## config.mk

```make
export PLATFORM = sky130hd
export DESIGN_NAME = cursor_spi_rx
export DESIGN_NICKNAME = d
export VERILOG_FILES = /design/src/rtl/vga_pkg.sv /design/src/rtl/sync2.sv /design/src/rtl/cursor_spi_rx.sv
export SDC_FILE = /design/constraint.sdc
export NUM_CORES = 1
export LEC_CHECK = 0
export ABC_AREA = 1
export CORE_ASPECT_RATIO = 2
export CORE_MARGIN = 2
export CORE_UTILIZATION = 45
export CTS_CLUSTER_DIAMETER = 150
export DETAILED_ROUTE_END_ITERATION = 16
export GPL_ROUTABILITY_DRIVEN = 0
export HOLD_SLACK_MARGIN = 0.03
export PLACE_DENSITY = 0.72
export SLEW_MARGIN = 30
export SYNTH_ARGS = -nofsm -noshare
export SYNTH_HDL_FRONTEND = slang
export SYNTH_SLANG_ARGS = --single-unit
```

## constraint.sdc

```tcl
create_clock -name vgaclk -period 2.85 [get_ports vgaclk]
set_input_delay 0.4275 -clock vgaclk [delete_from_list [all_inputs] [get_ports vgaclk]]
set_output_delay 0.4275 -clock vgaclk [all_outputs]
set_load 0.01 [all_outputs]
```

## src/rtl/vga_pkg.sv

```systemverilog
// Shared VGA-side definitions: receiver FSM states, frame width, screen size
// and the field clamp helper used when CURSOR_CLAMP_EN is defined.
package vga_pkg;

    typedef enum logic [1:0] {
        IDLE  = 2'd0,
        SHIFT = 2'd1,
        CHECK = 2'd2
    } rx_state_t;

    localparam int FRAME_BITS = 32;
    localparam int SCREEN_W   = 640;
    localparam int SCREEN_H   = 480;

    // Limit a 16-bit coordinate field to the largest legal screen value.
    function automatic logic [9:0] clamp_field(input logic [15:0] field,
                                               input logic [9:0]  limit);
        if (field > {6'd0, limit})
            return limit;
        else
            return field[9:0];
    endfunction

endpackage

```

## src/rtl/sync2.sv

```systemverilog
// Two-flop synchronizer bringing an asynchronous PIC signal into vgaclk.
module sync2 (
    input  logic vgaclk,
    input  logic reset,
    input  logic d,
    output logic q
);

    logic meta;

    // Two back-to-back flops give the first stage a full cycle to settle.
    always_ff @(posedge vgaclk or posedge reset) begin
        if (reset) begin
            meta <= 1'b0;
            q    <= 1'b0;
        end else begin
            meta <= d;
            q    <= meta;
        end
    end

endmodule

```

## src/rtl/cursor_spi_rx.sv

```systemverilog
// SPI receiver for cursor coordinates sent by the PIC. A frame is 32 bits,
// x in bits 31:16 and y in bits 15:0, MSB first, framed by load. Good
// frames land in a pending register that is committed to xcursor/ycursor
// on the next vsync falling edge, so the cursor never moves mid-frame.
// Optional build macro: CURSOR_CLAMP_EN (clamp x/y to XMAX/YMAX).
module cursor_spi_rx
    import vga_pkg::*;
#(
    parameter logic [9:0] XMAX = 10'd639,
    parameter logic [9:0] YMAX = 10'd479
) (
    input  logic       vgaclk,
    input  logic       reset,
    input  logic       sclk,
    input  logic       sdi,
    input  logic       load,
    input  logic       vsync,
    output logic [9:0] xcursor,
    output logic [9:0] ycursor,
    output logic       frame_err
);

`ifdef CURSOR_CLAMP_EN
    localparam bit CLAMP_EN = 1'b1;
`else
    localparam bit CLAMP_EN = 1'b0;
`endif

    logic       sclk_s, sdi_s, load_s;
    logic       sclk_prev, load_prev, vsync_prev;
    logic       sclk_rise, load_rise, load_fall, vsync_fall;
    rx_state_t  state, state_next;
    logic [31:0] shift_reg;
    logic [5:0]  bit_cnt;
    logic [9:0]  pending_x, pending_y;
    logic        pending_valid;
    logic [9:0]  frame_x, frame_y;
    logic        frame_ok, frame_bad;

    sync2 u_sync_sclk (.vgaclk(vgaclk), .reset(reset), .d(sclk), .q(sclk_s));
    sync2 u_sync_sdi  (.vgaclk(vgaclk), .reset(reset), .d(sdi),  .q(sdi_s));
    sync2 u_sync_load (.vgaclk(vgaclk), .reset(reset), .d(load), .q(load_s));

    // Previous-cycle copies used for edge detection on the synchronized inputs.
    always_ff @(posedge vgaclk or posedge reset) begin
        if (reset) begin
            sclk_prev  <= 1'b0;
            load_prev  <= 1'b0;
            vsync_prev <= 1'b0;
        end else begin
            sclk_prev  <= sclk_s;
            load_prev  <= load_s;
            vsync_prev <= vsync;
        end
    end

    assign sclk_rise  = sclk_s & ~sclk_prev;
    assign load_rise  = load_s & ~load_prev;
    assign load_fall  = ~load_s & load_prev;
    assign vsync_fall = vsync_prev & ~vsync;

    // Field extraction; the clamped form is only selected in clamp builds.
    assign frame_x = CLAMP_EN ? clamp_field(shift_reg[31:16], XMAX) : shift_reg[25:16];
    assign frame_y = CLAMP_EN ? clamp_field(shift_reg[15:0],  YMAX) : shift_reg[9:0];

    // FSM state register.
    always_ff @(posedge vgaclk or posedge reset) begin
        if (reset)
            state <= IDLE;
        else
            state <= state_next;
    end

    // Next-state logic plus CHECK-cycle verdict on the received bit count.
    always_comb begin
        state_next = state;
        frame_ok   = 1'b0;
        frame_bad  = 1'b0;
        case (state)
            IDLE:  if (load_rise) state_next = SHIFT;
            SHIFT: if (load_fall) state_next = CHECK;
            CHECK: begin
                state_next = IDLE;
                if (bit_cnt == 6'(FRAME_BITS))
                    frame_ok = 1'b1;
                else
                    frame_bad = 1'b1;
            end
            default: state_next = IDLE;
        endcase
    end

    // Shift register and saturating bit counter; cleared at the start of a frame.
    always_ff @(posedge vgaclk or posedge reset) begin
        if (reset) begin
            shift_reg <= '0;
            bit_cnt   <= '0;
        end else if (state == IDLE && load_rise) begin
            shift_reg <= '0;
            bit_cnt   <= '0;
        end else if (state == SHIFT && sclk_rise) begin
            shift_reg <= {shift_reg[30:0], sdi_s};
            if (bit_cnt != 6'd33)
                bit_cnt <= bit_cnt + 6'd1;
        end
    end

    // Pending capture and vsync commit; a CHECK coinciding with a commit
    // re-arms pending_valid so the new frame waits for the next vsync fall.
    always_ff @(posedge vgaclk or posedge reset) begin
        if (reset) begin
            pending_x     <= '0;
            pending_y     <= '0;
            pending_valid <= 1'b0;
            xcursor       <= '0;
            ycursor       <= '0;
            frame_err     <= 1'b0;
        end else begin
            frame_err <= frame_bad;
            if (vsync_fall && pending_valid) begin
                xcursor       <= pending_x;
                ycursor       <= pending_y;
                pending_valid <= 1'b0;
            end
            if (frame_ok) begin
                pending_x     <= frame_x;
                pending_y     <= frame_y;
                pending_valid <= 1'b1;
            end
        end
    end

endmodule
```

==> reports/summary.txt <==
simple-gate share of the synthesized area - 16.2%
synthesized cell area - 0.00332 mm^2
area delta synth->final - 18.2%
clk_lat worst skew - 0.33 ns
cts hold-fix bufs - 0
Avg Cell Area, Syn - 10.2 um^2
Cell Pwr Density - 667 mW/mm^2
Peak VDD IR - 0.377 mV
top-area cell type share of the netlist area - 64.1%
largest net degree at the start of global routing - 42
Total Routing Usage GR - 15.1%
Vias - 2157
Post-Route Skew - 0.00435 ns
Cell Chain, Critical Path - inv_1, ha_1, nand2_1, nor2_2, nand2_2, nand2_1, o21ai_2
CP required - 3.04 ns
vias in the first global route - 2149
Fmax - 554 MHz
final worst path period share - 63.3%
# rows - 44
Area after DPL - 0.00364 mm^2
Starting DRT DRC Count - 134
cell family with most CP delay - simple AND/OR/NAND/NOR gates
Antenna Nets Post-Route - 0
peak fanout along the critical path - 41
worst setup margin - 1.05 ns
clock tree sinks - 85
area leader, netlist - dfrtp_1
dpl hpwl - 3.68 mm
Finished Layout Cells - 448
CTS tree - done
dpl ws - 0.930 ns
Yosys cell types - 23
# diodes - 0
unrepaired setup endpoints after global routing - no
Compound-Gate Fraction of Synth Area - 10.9%
Final Setup Violations - 0
IO Pins - 27
Pre-Repair DR Iteration Count - 4
flops & latches, synth - 85
XOR/XNOR Fraction of Synth Area - 0.264%
LEAKAGE - 1.89 nW
Worst path max stage delay - 0.47 ns
WP buf/inv - 1
outcome - finished clean
post-layout min period - 1.80 ns
fin area - 0.00393 mm^2
Initial Util - 46.0%
DRC - 0
mux contribution to synthesized area - 0%
Post-Synth Adder-Cell Area - 1.13%
clock-pin slew on the worst setup and hold paths - 0.06 ns
Multi-input gate area - 946 um^2
Yosys warnings - 0
slew at the pin closest to its max-slew limit - 0.814 ns
crit path DAT - 2.00 ns
IO Port Bufs - 26
clk buf depth - 2
TritonCTS Buffers - 9
vias per inst - 4.81
synthesized instance count - 325
final hold violation count - 0
max reg flops - 26
Layout fillers - 635
postcts setup bufs - 0
grt ovf - 0
Root Buffer - clkbuf_16
Slew Limit Fails - 0
top post-synthesis cells by area - dfrtp_1, nand2_1, o22ai_1
Inst Count DP - 433
Seq/Total Area, Yosys - 64.1%
slew margin rel. - 45.5%
layout cells sized above 1 - 12.4%
CTS resizes - 0
hold crit path type - reg2reg
core area - 0.00721 mm^2
Setup TNS - 0 ns
register area - 0.00213 mm^2
nature of the critical path startpoint - register
die height - 125 um
Routed WL - 5.39 mm
wire length per cell - 12.0 um
critical path class - reg2reg
Worst setup EP type - register
most used cell, CP - nand2_1
chip width - 64.7 um
syn nets - 334
first-pass GRT wire length - 9.38 mm
largest family of logic cells by synthesized area - simple AND/OR/NAND/NOR gates
MaxCap Viol Count - 0
Nets - 361
die area - 0.00812 mm^2
hold slack - 0.352 ns
initial antenna violation count - 0
H-tree depth - 3
Crit-path slowest cell - nand2_2
[cell families after synthesis]
kind of cell / Yosys count
adder cells (fa/ha/maj): 3
flip-flops: 85
buffers and inverters: 54
AND/OR/NAND/NOR: 128
AO/OA/AOI/OAI: 54
XOR/XNOR: 1
[final cells by class]
cell class	count	share of cell area, %
Inverter	41	3.95
Tap cell	92	2.93
Timing Repair Buffer	29	7.52
Clock inverter	3	0.510
Sequential cell	85	54.2
Clock buffer	12	6.79
Multi-Input combinational cell	186	24.1
[final timing paths]
kind / from / end / slack, ns / depth (start not counted)
setup / recovery: bit_cnt[0]$_DFFE_PP0P_ / pending_y[5]$_DFFE_PP0P_ / 1.05 / 7
hold / removal: u_sync_load.meta$_DFF_PP0_ / u_sync_load.q$_DFF_PP0_ / 0.35 / 0
min in group asynchronous: reset / pending_x[6]$_DFFE_PP0P_ / 0.46 / 2
setup reg to reg: bit_cnt[0]$_DFFE_PP0P_ / pending_y[5]$_DFFE_PP0P_ / 1.05 / 7
hold reg to reg: u_sync_load.meta$_DFF_PP0_ / u_sync_load.q$_DFF_PP0_ / 0.35 / 0
max in group asynchronous: reset / pending_y[5]$_DFFE_PP0P_ / 1.73 / 3
[power by group]
part / leakage, nW / internal [mW] / switching, mW
registers: 1.16 / 1.25 / 0.0404
clock network: 0.137 / 0.654 / 0.428
logic: 0.599 / 0.0805 / 0.163
total: 1.89 / 1.99 / 0.631
[per-stage QoR]
| step | utilization, % | total power, mW |
|---|---|---|
| 2_1_floorplan | - | 1.51 |
| 3_3_place_gp | 50.5 | 1.55 |
| 3_5_place_dp | 50.5 | 1.56 |
| 4_1_cts | 54.4 | 2.66 |
| 5_1_grt | 54.4 | 2.75 |
| 6_report | 54.4 | 2.62 |
[worst reg2reg max path, stage by stage, from the launching register on]
cell and delay [ns]:
dfrtp_1 0.41, inv_1 0.13, ha_1 0.15, nand2_1 0.06
nor2_2 0.12, nand2_2 0.47, nand2_1 0.25, o21ai_2 0.07
[synthesized netlist by cell type]
library cell	instances
inv_2	1
xor2_1	1
inv_1	40
nor2_2	2
ha_1	3
o21ai_2	16
nand3_4	1
nor2_1	9
dfrtp_1	85
o21ai_1	9
clkbuf_1	4
nand2_4	3
o21ai_0	3
nor3_1	2
nand2_1	103
nand4_1	1
nand3_1	5
a21oi_1	1
nand2_2	2
o22ai_1	25
buf_2	3
buf_6	5
buf_4	1
[layout by cell type, fill, tap and decap left out, types with 2 or more instances in the layout]
cell type | Yosys | layout
buf_4 | 1 | 2
clkbuf_16 | 0 | 9
clkbuf_8 | 0 | 3
clkdlybuf4s50_1 | 0 | 26
clkinv_2 | 0 | 2
clkinvlp_4 | 0 | 2
dfrtp_1 | 85 | 85
ha_1 | 3 | 3
inv_1 | 40 | 39
nand2_1 | 103 | 103
nand2_2 | 2 | 2
nand2_4 | 3 | 3
nand3_1 | 5 | 5
nor2_1 | 9 | 9
nor2_2 | 2 | 2
nor3_1 | 2 | 2
o21ai_0 | 3 | 3
o21ai_1 | 9 | 9
o21ai_2 | 16 | 16
o22ai_1 | 25 | 25
[layer usage]
| metal | GRT usage, % | part of all wire, % |
|---|---|---|
| met3 | 3.60 | 2.6 |
| met4 | 10.0 | 3.1 |
| met5 | 0 | 0 |
| met1 | 16.0 | 41 |
| met2 | 25.7 | 53 |
Note: power is estimated with default switching activity, not from simulation.
